### config.mk
export PLATFORM = sky130hd
export DESIGN_NAME = frame_parser_watchdog_mon
export DESIGN_NICKNAME = d
export VERILOG_FILES = /design/src/rtl/frame_parser_watchdog_mon.sv
export SDC_FILE = /design/constraint.sdc
export NUM_CORES = 1
export LEC_CHECK = 0
export BUFFER_PORTS_ARGS = -buffer_cell sky130_fd_sc_hd__buf_4
export CAP_MARGIN = 20
export CORE_MARGIN = 8
export CORE_UTILIZATION = 50
export CTS_BUF_LIST = sky130_fd_sc_hd__clkbuf_4
export DETAILED_ROUTE_END_ITERATION = 12
export PLACE_DENSITY = 0.76
export SETUP_SLACK_MARGIN = 0.5
export SLEW_MARGIN = 20
export SYNTH_ARGS = -nofsm -noshare
export SYNTH_HDL_FRONTEND = slang
export SYNTH_SLANG_ARGS = --single-unit
### constraint.sdc
create_clock -name clk -period 3.77 [get_ports clk]
set_input_delay 0.754 -clock clk [delete_from_list [all_inputs] [get_ports clk]]
set_output_delay 0.754 -clock clk [all_outputs]
set_load 0.01 [all_outputs]
### src/rtl/frame_parser_watchdog_mon.sv
// frame_parser_watchdog_mon: per-channel stuck-state and hold-stretch watchdog with sticky flags,
// saturating event counts, first-error capture and a maskable registered interrupt.
module frame_parser_watchdog_mon #(
  parameter int NUM_CH = 2,
  parameter int STATE_W = 4,
  parameter logic [STATE_W-1:0] IDLE_CODE = 4'h0,
  parameter logic [STATE_W-1:0] VALIDATE_CODE = 4'h8,
  parameter int MAX_STATE_CYCLES = 4096,
  parameter int MAX_HOLD_CYCLES = 512,
  parameter int EVT_W = 8,
  localparam int CH_W = NUM_CH > 1 ? $clog2(NUM_CH) : 1
) (
  input  logic                      clk,
  input  logic                      rst_n,
  input  logic                      enable,
  input  logic [NUM_CH*STATE_W-1:0] ch_state,
  input  logic [NUM_CH-1:0]         ch_hold,
  input  logic                      clr,
  input  logic [1:0]                irq_mask,
  output logic [NUM_CH-1:0]         stuck_pulse,
  output logic [NUM_CH-1:0]         hold_pulse,
  output logic [NUM_CH-1:0]         stuck_sticky,
  output logic [NUM_CH-1:0]         hold_sticky,
  output logic [NUM_CH*EVT_W-1:0]   stuck_evt_cnt,
  output logic [NUM_CH*EVT_W-1:0]   hold_evt_cnt,
  output logic                      first_err_valid,
  output logic [CH_W-1:0]           first_err_ch,
  output logic                      first_err_type,
  output logic [STATE_W-1:0]        first_err_state,
  output logic                      irq
);
  localparam int SW = $clog2(MAX_STATE_CYCLES + 1);
  localparam int HW = $clog2(MAX_HOLD_CYCLES + 1);
  localparam logic [SW-1:0] S_MAX = SW'(MAX_STATE_CYCLES);
  localparam logic [SW-1:0] S_PRE = SW'(MAX_STATE_CYCLES - 1);
  localparam logic [HW-1:0] H_MAX = HW'(MAX_HOLD_CYCLES);
  localparam logic [HW-1:0] H_PRE = HW'(MAX_HOLD_CYCLES - 1);
  typedef enum logic {ARMED, TRIPPED} mon_e;
  logic [STATE_W-1:0] cur [NUM_CH];
  logic [STATE_W-1:0] state_q [NUM_CH];
  logic [SW-1:0] scnt_d [NUM_CH], scnt_q [NUM_CH];
  logic [HW-1:0] hcnt_d [NUM_CH], hcnt_q [NUM_CH];
  mon_e smon_d [NUM_CH], smon_q [NUM_CH], hmon_d [NUM_CH], hmon_q [NUM_CH];
  logic [EVT_W-1:0] stuck_evt_d [NUM_CH], stuck_evt_q [NUM_CH];
  logic [EVT_W-1:0] hold_evt_d [NUM_CH], hold_evt_q [NUM_CH];
  logic [NUM_CH-1:0] stuck_pulse_d, stuck_pulse_q, hold_pulse_d, hold_pulse_q;
  logic [NUM_CH-1:0] stuck_sticky_d, stuck_sticky_q, hold_sticky_d, hold_sticky_q;
  logic first_err_valid_d, first_err_valid_q, first_err_type_d, first_err_type_q, irq_d, irq_q;
  logic [CH_W-1:0] first_err_ch_d, first_err_ch_q;
  logic [STATE_W-1:0] first_err_state_d, first_err_state_q;
  for (genvar g = 0; g < NUM_CH; g++) begin : g_ch
    assign cur[g] = ch_state[g*STATE_W +: STATE_W];
    assign stuck_evt_cnt[g*EVT_W +: EVT_W] = stuck_evt_q[g];
    assign hold_evt_cnt[g*EVT_W +: EVT_W] = hold_evt_q[g];
  end
  always_comb begin
    scnt_d = scnt_q;
    hcnt_d = hcnt_q;
    smon_d = smon_q;
    hmon_d = hmon_q;
    stuck_evt_d = stuck_evt_q;
    hold_evt_d = hold_evt_q;
    stuck_pulse_d = '0;
    hold_pulse_d = '0;
    stuck_sticky_d = stuck_pulse_q | (stuck_sticky_q & {NUM_CH{~clr}});
    hold_sticky_d = hold_pulse_q | (hold_sticky_q & {NUM_CH{~clr}});
    for (int c = 0; c < NUM_CH; c++) begin
      scnt_d[c] = (enable && cur[c] == state_q[c] && cur[c] != IDLE_CODE) ? scnt_q[c] + SW'(scnt_q[c] != S_MAX) : '0;
      hcnt_d[c] = (enable && ch_hold[c] && cur[c] == VALIDATE_CODE) ? hcnt_q[c] + HW'(hcnt_q[c] != H_MAX) : '0;
      stuck_pulse_d[c] = smon_q[c] == ARMED && scnt_q[c] == S_PRE && scnt_d[c] == S_MAX;
      hold_pulse_d[c] = hmon_q[c] == ARMED && hcnt_q[c] == H_PRE && hcnt_d[c] == H_MAX;
      smon_d[c] = (!enable || scnt_d[c] == '0) ? ARMED : stuck_pulse_d[c] ? TRIPPED : smon_q[c];
      hmon_d[c] = (!enable || hcnt_d[c] == '0) ? ARMED : hold_pulse_d[c] ? TRIPPED : hmon_q[c];
      stuck_evt_d[c] = clr ? EVT_W'(stuck_pulse_q[c]) : stuck_evt_q[c] + EVT_W'(stuck_pulse_q[c] && stuck_evt_q[c] != '1);
      hold_evt_d[c] = clr ? EVT_W'(hold_pulse_q[c]) : hold_evt_q[c] + EVT_W'(hold_pulse_q[c] && hold_evt_q[c] != '1);
    end
    first_err_valid_d = first_err_valid_q & ~clr;
    first_err_ch_d = clr ? '0 : first_err_ch_q;
    first_err_type_d = first_err_type_q & ~clr;
    first_err_state_d = clr ? '0 : first_err_state_q;
    // Walk from the highest channel down so the lowest channel, and stuck over hold, is written last.
    if (!first_err_valid_q || clr)
      for (int c = NUM_CH - 1; c >= 0; c--) begin
        if (hold_pulse_q[c]) begin
          first_err_valid_d = 1'b1;
          first_err_ch_d = CH_W'(c);
          first_err_type_d = 1'b1;
          first_err_state_d = state_q[c];
        end
        if (stuck_pulse_q[c]) begin
          first_err_valid_d = 1'b1;
          first_err_ch_d = CH_W'(c);
          first_err_type_d = 1'b0;
          first_err_state_d = state_q[c];
        end
      end
    irq_d = |(stuck_sticky_q & {NUM_CH{irq_mask[0]}}) | |(hold_sticky_q & {NUM_CH{irq_mask[1]}});
  end
  always_ff @(posedge clk or negedge rst_n) begin
    if (!rst_n) begin
      for (int c = 0; c < NUM_CH; c++) begin
        state_q[c] <= IDLE_CODE;
        scnt_q[c] <= '0;
        hcnt_q[c] <= '0;
        smon_q[c] <= ARMED;
        hmon_q[c] <= ARMED;
        stuck_evt_q[c] <= '0;
        hold_evt_q[c] <= '0;
      end
      stuck_pulse_q <= '0;
      hold_pulse_q <= '0;
      stuck_sticky_q <= '0;
      hold_sticky_q <= '0;
      first_err_valid_q <= 1'b0;
      first_err_ch_q <= '0;
      first_err_type_q <= 1'b0;
      first_err_state_q <= '0;
      irq_q <= 1'b0;
    end else begin
      state_q <= cur;
      scnt_q <= scnt_d;
      hcnt_q <= hcnt_d;
      smon_q <= smon_d;
      hmon_q <= hmon_d;
      stuck_evt_q <= stuck_evt_d;
      hold_evt_q <= hold_evt_d;
      stuck_pulse_q <= stuck_pulse_d;
      hold_pulse_q <= hold_pulse_d;
      stuck_sticky_q <= stuck_sticky_d;
      hold_sticky_q <= hold_sticky_d;
      first_err_valid_q <= first_err_valid_d;
      first_err_ch_q <= first_err_ch_d;
      first_err_type_q <= first_err_type_d;
      first_err_state_q <= first_err_state_d;
      irq_q <= irq_d;
    end
  end
  assign stuck_pulse = stuck_pulse_q;
  assign hold_pulse = hold_pulse_q;
  assign stuck_sticky = stuck_sticky_q;
  assign hold_sticky = hold_sticky_q;
  assign first_err_valid = first_err_valid_q;
  assign first_err_ch = first_err_ch_q;
  assign first_err_type = first_err_type_q;
  assign first_err_state = first_err_state_q;
  assign irq = irq_q;
endmodule

# Word level (Yosys, flattened, before mapping)

Index checks and enable logic that the tools add are counted.

Logic and storage cells: 142
Register bits: 106
Output and inout bits: 48

Reduce and logical (&&, ||, !) cells: 39
Equality and inequality tests: 20
Add/subtract/negate cells: 8
Bitwise operators: 14
Multiplexer cells: 38

Operators by type and width:

| kind                 | count |
|---|---|
| $add 8x1->8          | 4 |
| $mux 8               | 4 |
| $ne 8x8->1 const B   | 4 |
| $add 13x1->13        | 2 |
| $eq 13x12->1 const B | 2 |
| $eq 13x13->1 const B | 2 |
| $logic_not 13->1     | 2 |
| $mux 13              | 2 |
| $ne 13x13->1 const B | 2 |
| $mux 1               | 24 |
| $mux 4               | 6 |
| $add 10x1->10        | 2 |
| $eq 10x10->1 const B | 2 |
| $eq 10x9->1 const B  | 2 |
| $logic_and 1x1->1    | 20 |
| $logic_not 10->1     | 2 |
| $mux 10              | 2 |
| $ne 10x10->1 const B | 2 |
| $and 2x2->2          | 4 |
| $eq 4x4->1           | 2 |
| $eq 4x4->1 const B   | 2 |
| $reduce_bool 2->1    | 4 |
| $reduce_bool 4->1    | 2 |
| $logic_or 1x1->1     | 5 |
| 6 further kinds      | 14 |

# Longest topological paths before layout

Depth after elaboration: 8
Gate-level depth with buffers: 11
Mapped depth without buffers: 11

# Least setup slack after synthesis

OpenSTA, ideal clock, no wires.

Path kind: flip-flop to flip-flop
From: register scnt_q[17] in the netlist's numbering
To: register smon_q[1] in the netlist's numbering
Data required time: 3.676 ns
Period minus slack after synthesis: 2.747 ns
Path slack: 1.023 ns
Buffers on the path: 1
Arrival: 2.653 ns
Cell stages (with the launch flop): 12
Path through: dfrtp_1 clkbuf_1 nor4_1 nand4_1 or4b_2 ha_1 and3_1 o211ai_1 o31ai_1 o2111a_1 and4_1 a211oi_1

Cells in the longest elaborated chain, start to end: 6
Elaborated cells on any way between the ends: 11
Those cells by class: add/sub (1); eq/ne (3); mux (2); reduce/logical (5)

Ends and longest elaborated chain:

| item                                                                | line   | text |
|---|---|---|
| from (decl)                                                         | 41     | `logic [SW-1:0] scnt_d [NUM_CH], scnt_q [NUM_CH];` |
| from (signal assigned)                                              | 121    | `scnt_q <= scnt_d;` |
| $ne 13x13->1                                                        | 68     | `scnt_d[c] = (enable && cur[c] == state_q[c] && cur[c] != IDLE_CODE) ? scnt_q[c] + SW'(scnt_q[c] != S_MAX) : '0 ...` |
| $add 13x1->13                                                       | 68     |  |
| $mux 13                                                             | 68     |  |
| $eq 13x13->1 / $logic_not 13->1 (equally long branches)             | 70, 72 |  |
| $logic_and 1x1->1 / $logic_or 1x1->1 (equally long branches)        | 70, 72 |  |
| $reduce_bool 2->1 (no source line) / $mux 1 (equally long branches) | n/a    |  |
| to (signal assigned)                                                | 123    | `smon_q <= smon_d;` |
| to (decl)                                                           | 43     | `mon_e smon_d [NUM_CH], smon_q [NUM_CH], hmon_d [NUM_CH], hmon_q [NUM_CH];` |

Several ways; a longest one is shown, not always the timed one.
A chain may end at the register's enable or synchronous reset.

# Worst setup path after layout

Same ends and word-level chain as after synthesis.

==> impl_metrics.py <==
metrics = {
    "clocking": {
        "cts-root-buf": "clkbuf_4",
        "tritoncts": "yes",
        "cts.path.max_buffers": 2,
        "ctsResizeCount": 0,
        "post_cts_buffers": 0,
        "htree_levels": 3,
        "clock_sinks": 106,
        "hold_buffers": 0,
        "path_clk_slew_ps": 150,
        "clk_latency_ps": 450,
        "numCtsBuffers": 9,
    },
    "place": {
        "port_buffers": 63,
        "dpl.hpwl_microns": 8304,
        "routabilityCongestion": 0.8782,
    },
    "timing": {
        "hold_viol_final": 0,
        "maxSlewHeadroom_pct": 55.05,
        "setup_violations": 0,
        "fin_setup_tns_ps": 0,
        "worst-slew-pin-transition_ps": 674.2,
        "max_freq_mhz": 345.2,
        "finalCritPeriodShare_pct": 76.83,
        "rsz0062_at_grt": "no",
        "drv_slew": 0,
        "fin_crit_ps": 2897,
        "skew_ps": 16.77,
        "hold_slack_ps": 321.3,
    },
    "finish": {
        "syn_to_final_growth_pct": 13.63,
        "fillCellCount": 915,
        "diodes": 0,
        "final_net_count": 646,
        "drive_gt1_share_pct": 15.01,
    },
    "synth": {
        "synth_fp_nets": 593,
        "synth.most_common_cell": "dfrtp_1",
        "synth_area_leader_cell": "dfrtp_1",
        "yosys_warnings": 0,
        "synth_async_sr_flop_share_pct": 100.0,
        "synth_cells": 555,
        "synth_top_area_share_pct": 49.05,
        "synth-compound-area-share_pct": 8.468,
        "synthTopCellsByCount": "dfrtp_1, nor2_1, xor2_1",
        "postSynthAreaPerCell_sq_um": 9.744,
        "synth-seq-cells": 106,
        "synthMuxAreaShare_pct": 1.018,
        "synth_area_sq_um": 5408,
        "yosys-top-cells-area": "dfrtp_1, xor2_1, nor2_1",
        "synth-edff-count": 0,
        "yosys_most_used_dff": "dfrtp_1",
        "synth-xor-area-share_pct": 10.69,
        "yosysUniqueCellTypes": 52,
        "synthSimpleGateAreaFrac_pct": 22.37,
        "yosysSeqAreaShare_pct": 49.05,
        "synth_fa_ha_area_share_pct": 5.090,
        "synth_top_family_by_area": "simple AND/OR/NAND/NOR gates",
    },
    "critical_path": {
        "start_kind": "flop",
        "crit_path_max_fanout": 7,
        "required_ps": 4130,
        "critPathTopFamily": "simple AND/OR/NAND/NOR gates",
        "crit_type": "reg2reg",
        "path_cells": "nor4_1, nand4_1, or4b_2, ha_1, and3_1, o211ai_1, o31ai_1, o2111a_1, and4_1, a211oi_1",
        "path_depth": 10,
        "crit_path_max_incr_delay_ps": 620,
        "crit_slowest_cell": "or4b_2",
        "crit_buf_inv": 0,
        "end_kind": "flop",
        "reg2regPathDepth": 10,
        "worstPathArrival_ps": 3260,
    },
    "global_routing": {
        "grt_use_total_pct": 16.05,
        "grt_max_degree": 55,
        "grt_pass1_vias": 4135,
        "antenna_found_initial": 0,
        "grt_remaining_overflow": 0,
        "grt_pass1_wl_microns": 19250,
    },
    "floorplanning": {
        "core_sq_um": 10700,
        "pin_count": 64,
        "start_util_pct": 50.55,
        "rows": 38,
        "die_width_microns": 120.0,
        "die_h_microns": 120.0,
        "dieArea_sq_um": 14400,
    },
    "detailed_routing": {
        "antenna_left": 0,
        "drtIter0Drc": 227,
        "drt_pass1_iterations": 4,
        "routed_wl_microns": 11380,
        "drcViolationCount": 0,
        "vias": 4208,
        "via_per_inst": 5.588,
        "wl_per_cell_microns": 15.11,
    },
    "power_and_ir_drop": {
        "power.leakage_nw": 2.782,
        "power_density_nw_per_um2": 300.5,
        "irDropWorstVdd_v": 0.0001492,
    },
    "hold_path": {
        "hp-class": "in2async",
    },
    "run_status": {
        "outcome": "completed",
    },
    "flow_run": {
        "drv_cap": 0,
    },
}
## placed cells by master (no fill, tap or decap), types with 3 or more instances in the layout
cell type  synthesis  layout
xnor2_1           27      27
or3_1              8       8
nor3_1            18      18
o22ai_1            6       6
nor3b_1            4       4
nor4b_1            4       4
o21ai_0           12      12
mux2_2             4       4
dfrtp_1          106     106
clkbuf_4           0       9
o21a_1             4       4
nand2_1           27      27
a21oi_1           25      25
nor2_1            83      83
a41oi_1            3       3
or2_2              3       3
buf_4              1      63
nand3_1           33      33
nand4_1           21      21
nor2b_1            5       5
and3_1            10      10
or4_1              6       6
a21o_1             4       4
and2_1             4       4
o31ai_1            6       6
xor2_1            39      39
nor4_1             3       3
inv_1             23      23
ha_1              22      22
## power by group
| group | internal (mW) | switching (mW) | leakage, nW |
|---|---|---|---|
| combinational | 0.0210 | 0.0449 | 1.24 |
| sequential | 1.14 | 0.00526 | 1.46 |
| clock | 0.268 | 0.365 | 0.0819 |
| total | 1.43 | 0.415 | 2.78 |
## state kept, by name (all words and copies together) (netlist names)
| register | cells |
|---|---|
| first_err_type | 1 |
| stuck_pulse | 2 |
| hold_pulse | 2 |
| hold_evt_cnt | 16 |
| scnt_q | 26 |
| irq | 1 |
| first_err_state | 4 |
| stuck_evt_cnt | 16 |
| hold_sticky | 2 |
| hcnt_q | 20 |
| first_err_valid | 1 |
| state_q | 8 |
| smon_q | 2 |
| stuck_sticky | 2 |
| first_err_ch | 1 |
| hmon_q | 2 |
## final timing paths
check / end / startpoint / slack [ps]
setup / recovery: smon_q[1]$_DFFE_PN0P_ / scnt_q[17]$_DFF_PN0_ / 870
hold / removal: hold_evt_cnt[3]$_DFF_PN0_ / rst_n / 320
setup reg to reg: smon_q[1]$_DFFE_PN0P_ / scnt_q[17]$_DFF_PN0_ / 870
hold reg to reg: hold_pulse[0]$_DFF_PN0_ / hmon_q[1]$_DFFE_PN0P_ / 450
max in group asynchronous: hcnt_q[0]$_DFF_PN0_ / rst_n / 2730
min in group clk: state_q[6]$_DFF_PN0_ / ch_state[2] / 430
## layer usage
| layer | share of wire, % | GRT usage [%] | up-vias |
|---|---|---|---|
| met5 | 0 | 0 | - |
| met4 | 1.6 | 7.182 | 0 |
| met3 | 6.2 | 3.899 | 16 |
| met2 | 48 | 25.92 | 102 |
| met1 | 45 | 20.08 | 2049 |
| li1 | - | - | 2041 |
## cells by family after synthesis
| family | Yosys count |
|---|---|
| compound gates | 72 |
| buf+inv | 45 |
| xor+xnor | 66 |
| mux | 5 |
| fa+ha+maj | 22 |
| simple gates | 239 |
| flops | 106 |
## metrics by stage
step / total power [mW] / worst slack (ps) / area (sq um) / std cells / util, %
6_report: 1.847 / 873.5 / 6145 / 753 / 57.44
5_1_grt: 1.925 / 653.6 / 6145 / 753 / 57.44
4_1_cts: 1.866 / 854.4 / 6145 / 753 / 57.44
3_5_place_dp: 1.237 / 864.8 / 5983 / 737 / 55.93
3_3_place_gp: 1.235 / 985.3 / 5983 / 737 / 55.93
2_1_floorplan: 1.189 / 1023 / 5408 / 555 / -
## layout make-up
cell class / instances / area, sq um / share of cell area [%]
timing repair buffer: 64 / 493.0 / 8.023
inverter: 23 / 86.33 / 1.405
tap: 140 / 175.2 / 2.851
clock inverter: 7 / 93.84 / 1.527
clock buffer: 9 / 67.56 / 1.100
sequential: 106 / 2653 / 43.17
multi-input combinational: 404 / 2576 / 41.93
No activity file was read; power rests on OpenSTA's default activity.
